### src/rtl/mult_pkg.sv
// Shared definitions for the shift-and-add multiplier datapath.
//   mult_state_t  : controller state encoding (IDLE, RUN, DONE)
//   DEFAULT_WIDTH : default operand width in bits
package mult_pkg;

  typedef enum logic [1:0] {
    IDLE = 2'd0,
    RUN  = 2'd1,
    DONE = 2'd2
  } mult_state_t;

  localparam int DEFAULT_WIDTH = 8;

endpackage

### src/rtl/seq_multiplier.sv
// Sequential unsigned shift-and-add multiplier.
// A loaddata strobe captures dataA/dataB. The block then runs WIDTH add/shift
// steps and publishes the product with a one-cycle done pulse.
//
// Ports:
//   clk      : system clock, rising edge
//   reset    : asynchronous active-low reset
//   loaddata : load strobe, honoured in IDLE and DONE only
//   dataA    : unsigned multiplicand (WIDTH bits)
//   dataB    : unsigned multiplier (WIDTH bits)
//   product  : registered 2*WIDTH-bit result, held until the next result lands
//   busy     : high while in RUN
//   done     : one-cycle pulse while in DONE
//
// state | meaning
// IDLE  | waiting for loaddata
// RUN   | one add/shift step per edge, WIDTH steps in total
// DONE  | product valid for one cycle; loaddata here starts a back-to-back op
module seq_multiplier
  import mult_pkg::*;
#(
  parameter int WIDTH = DEFAULT_WIDTH
) (
  input  logic                 clk,
  input  logic                 reset,
  input  logic                 loaddata,
  input  logic [WIDTH-1:0]     dataA,
  input  logic [WIDTH-1:0]     dataB,
  output logic [2*WIDTH-1:0]   product,
  output logic                 busy,
  output logic                 done
);

  localparam int CNT_W = $clog2(WIDTH);
  localparam logic [CNT_W-1:0] LAST_STEP = CNT_W'(WIDTH - 1);

  mult_state_t          state, nxt_state;
  logic [2*WIDTH-1:0]   mcand, nxt_mcand;
  logic [WIDTH-1:0]     mplier, nxt_mplier;
  logic [2*WIDTH-1:0]   acc, nxt_acc;
  logic [CNT_W-1:0]     cnt, nxt_cnt;
  logic [2*WIDTH-1:0]   step_acc;
  logic                 product_en;

  always_comb begin
    nxt_state  = state;
    nxt_mcand  = mcand;
    nxt_mplier = mplier;
    nxt_acc    = acc;
    nxt_cnt    = cnt;
    product_en = 1'b0;
    // Accumulator value after the current step; the final step's result
    // goes straight into product so no extra cycle is spent.
    step_acc   = acc + (mplier[0] ? mcand : '0);

    case (state)
      IDLE: begin
        if (loaddata) begin
          nxt_mcand  = {{WIDTH{1'b0}}, dataA};
          nxt_mplier = dataB;
          nxt_acc    = '0;
          nxt_cnt    = '0;
          nxt_state  = RUN;
        end
      end
      RUN: begin
        nxt_acc    = step_acc;
        nxt_mcand  = mcand << 1;
        nxt_mplier = mplier >> 1;
        nxt_cnt    = cnt + 1'b1;
        if (cnt == LAST_STEP) begin
          product_en = 1'b1;
          nxt_state  = DONE;
        end
      end
      DONE: begin
        if (loaddata) begin
          nxt_mcand  = {{WIDTH{1'b0}}, dataA};
          nxt_mplier = dataB;
          nxt_acc    = '0;
          nxt_cnt    = '0;
          nxt_state  = RUN;
        end else begin
          nxt_state  = IDLE;
        end
      end
      default: begin
        nxt_state = IDLE;
      end
    endcase
  end

  always_ff @(posedge clk or negedge reset) begin
    if (!reset) begin
      state   <= IDLE;
      mcand   <= '0;
      mplier  <= '0;
      acc     <= '0;
      cnt     <= '0;
      product <= '0;
    end else begin
      state  <= nxt_state;
      mcand  <= nxt_mcand;
      mplier <= nxt_mplier;
      acc    <= nxt_acc;
      cnt    <= nxt_cnt;
      if (product_en) begin
        product <= step_acc;
      end
    end
  end

  assign busy = (state == RUN);
  assign done = (state == DONE);

endmodule

### config.mk
export PLATFORM = sky130hd
export DESIGN_NAME = seq_multiplier
export DESIGN_NICKNAME = d
export VERILOG_FILES = /design/src/rtl/mult_pkg.sv /design/src/rtl/seq_multiplier.sv
export SDC_FILE = /design/constraint.sdc
export NUM_CORES = 1
export LEC_CHECK = 0
export CORE_AREA = 2 2 90 109
export CTS_CLUSTER_DIAMETER = 50
export DETAILED_ROUTE_END_ITERATION = 7
export DIE_AREA = 0 0 92 111
export SETUP_SLACK_MARGIN = 0.15
export SLEW_MARGIN = 20
export SYNTH_ARGS = -nofsm -noshare
export SYNTH_HDL_FRONTEND = slang
export SYNTH_SLANG_ARGS = --single-unit
### constraint.sdc
create_clock -name clk -period 3.7 [get_ports clk]
set_input_delay 0.925 -clock clk [delete_from_list [all_inputs] [get_ports clk]]
set_output_delay 0.925 -clock clk [all_outputs]
set_load 0.05 [all_outputs]
==> results.cfg <==
[cells_and_area]
drive_gt1_frac = 0.101
layout.nets = 370
areaGrowthSynthToFinish_pct = 27.2
seq_area_sq_um = 1530
fillers = 915
multi_input_area_sq_um = 1550
n_antenna_cell = 0
final_cells = 461

[global_route]
grt_pass1_wl_microns = 11200
antenna_found_initial = 0
grt_max_degree = 49
use_met1 = 0.171
grt_pass1_vias = 2300
grt_usage = 0.140
overflow = 0
grt-busiest-layer = met2
use_met3 = 0.0360
grtUsageMet2 = 0.230

[run]
maxCapViolCount = 0

[synthesis]
ys.flop_type = dfrtp_1
ys_seq_area_frac = 0.488
syn_nets = 330
yosysWarnings = 0
synth-edff-count = 0
ys_async_sr_fraction = 1.00
synth.cell_area_sq_um = 3130
synthCells = 293
synthDistinctLibCells = 40
ys_seq_elements = 61
avgSynthCellArea_sq_um = 10.7

[clocking]
clock_sink_count = 61
insertion_delay_ns = 0.33
cts_resized = 0
cts_buffers = 9
htreeDepth = 3
clk_pin_slew_ns = 0.05
cts.path.max_buffers = 2
cts_tree = yes
cts_setup_buffers = 0
hold_buffers = 0
cts_root_buffer = clkbuf_16

[route]
drc_errors = 0
antenna_left = 0
vias_per_cell = 4.96
post_drt_wl_per_cell_microns = 14.4
dr_total_vias = 2285
first_pass_iters = 4
finalWirelength_microns = 6640
drt_iter0_drc = 80

[floorplan]
die_x_microns = 92
fp.dieArea_sq_um = 10200
core_sq_um = 9270
num_rows = 39
ios = 37
die_h_microns = 111
start_util = 0.338

[timing]
rsz0062_at_grt = false
period_share = 0.800
slew_headroom = 0.564
finalHoldViolations = 0
tightest_slew_ns = 0.652
fin_skew_ns = 0.00653
setup_viol_count_final = 0
timing.setup.tns_ns = 0
slew_viol_final = 0
fmax_mhz = 338
period_minus_slack_ns = 2.96

[worst_setup_path]
timing.rr.end = acc[14]
path_delay_family = compound AO/OA/AOI/OAI gates
r2r-start = mplier[0]
critPathKind = register to register
required_ns = 3.89
worstPathCellList = and2_1 > ha_1 > fa_1 > a21oi_1 > o21ai_1 > a311o_1 > o31a_1 > o22ai_2 > xor2_1 > o21ai_0
crit_buf_inv = 0
r2r_cells = 10
r2r_setup_slack_ns = 0.74
crit_slowest_cell = dfrtp_1
end_kind = register
cp.arrival_ns = 3.15
start_kind = register
path_max_fanout = 17
slowest_delay_ns = 0.52

[power_and_ir_drop]
p_clk_frac = 0.240
swShare = 0.397
p_seq_frac = 0.305
switching_power_uw = 1510
power.combinational.fraction = 0.455
intPower_uw = 2290
p_per_area_nw_per_um2 = 953
ir_drop_mv = 0.460
power.leakage_uw = 0.00194

[min_path]
hp-start = product[13]
hold_end = product[13]
hold_depth = 2
worstHoldPathType = register to register

[outcome]
status = complete, no violations

[placement]
io_buffer_count = 36
dp_cells = 445
place_congestion = 0.830
dp_hpwl_microns = 4590
[metal layers]
| metal | share of wire | wire (microns) |
|---|---|---|
| met3 | 0.039 | 259 |
| met2 | 0.50 | 3300 |
| met4 | 0.022 | 143 |
| met5 | 0 | 0 |
| met1 | 0.44 | 2940 |
[layout make-up]
cell class | count | share of cell area
clock buffers | 12 | 0.0644
clock inverters | 4 | 0.0176
inverters | 6 | 0.00566
multi-input cells | 214 | 0.388
flip-flops and latches | 61 | 0.384
well taps | 123 | 0.0387
repair buffers | 41 | 0.102
[through the flow]
stage / setup slack (ns) / instance area, sq um / power, uW / utilization / hold WS, ns
after floorplan: 0.958 / 3130 / 2400 / - / 0.450
after global placement: 0.779 / 3650 / 2870 / 0.394 / 0.460
after detailed placement: 0.720 / 3650 / 2910 / 0.394 / 0.466
after CTS: 0.716 / 3980 / 3840 / 0.429 / 0.479
after global routing: 0.536 / 3980 / 4060 / 0.429 / 0.492
final: 0.742 / 3980 / 3790 / 0.429 / 0.473
[worst max-delay path by stage]
stage	from	to	slack (ns)	cells after the start
after floorplan	mplier[0]	acc[14]	0.96	11
after global placement	mplier[0]	product[14]	0.78	10
after detailed placement	mplier[0]	acc[14]	0.72	10
after CTS	mplier[0]	acc[14]	0.72	10
after global routing	mplier[0]	product[14]	0.54	10
final	mplier[0]	acc[14]	0.74	10
[worst min-delay path, stage by stage, from the launching register on]
cell and delay [ns]:
dfrtp_1 0.34, nand2_1 0.04, o21ai_0 0.05
[flip-flops by register name (all words and copies together) (netlist names)]
register	count
mplier	8
cnt	3
mcand	16
state	2
product	16
acc	16
[cells in the final DEF (no fill, tap or decap), drive strengths merged, types with 4 or more instances in the layout]
cell and instances:
clkdlybuf4s50 34, nand3 5, clkbuf 12, inv 5, nand2 43, ha 17, xor2 10, and2 17
mux2i 16, dfrtp 61, a21o 5, a22o 21, xnor2 4, mux2 8, o21ai 32, buf 7
a21oi 12
[cell usage after synthesis, drive strengths merged, types with 2 or more instances]
cell    count  share of area
dfrtp      61           0.49
nand2      43          0.052
o21ai      32          0.051
a22o       21          0.059
and2       17          0.034
ha         17          0.068
mux2i      16          0.051
a21oi      12          0.019
clkbuf     10          0.012
xor2       10          0.028
mux2        8          0.029
a21o        5          0.012
inv         5         0.0060
nand3       5         0.0080
xnor2       4          0.011
o21bai      3         0.0072
and4        2         0.0064
buf         2         0.0028
nand2b      2         0.0040
o211ai      2         0.0048
[cells by family (layout without fill, tap and decap cells)]
logic type / Yosys count / in the layout / synth area share
compound gates: 82 / 82 / 0.174
simple gates: 75 / 75 / 0.116
buf+inv: 18 / 63 / 0.0220
fa+ha+maj: 18 / 18 / 0.0744
mux: 24 / 24 / 0.0800
flops: 61 / 61 / 0.488
xor+xnor: 15 / 15 / 0.0464
[power by group through the flow]
| stage | combinational, uW | sequential, uW | clock, uW |
|---|---|---|---|
| global route | 1910 | 1200 | 958 |
| floorplan | 1030 | 1370 | 0 |
| global placement | 1710 | 1160 | 0 |
| CTS | 1750 | 1160 | 931 |
| detailed placement | 1740 | 1170 | 0 |
| finish | 1730 | 1160 | 912 |
(Power assumes the default switching activity.)
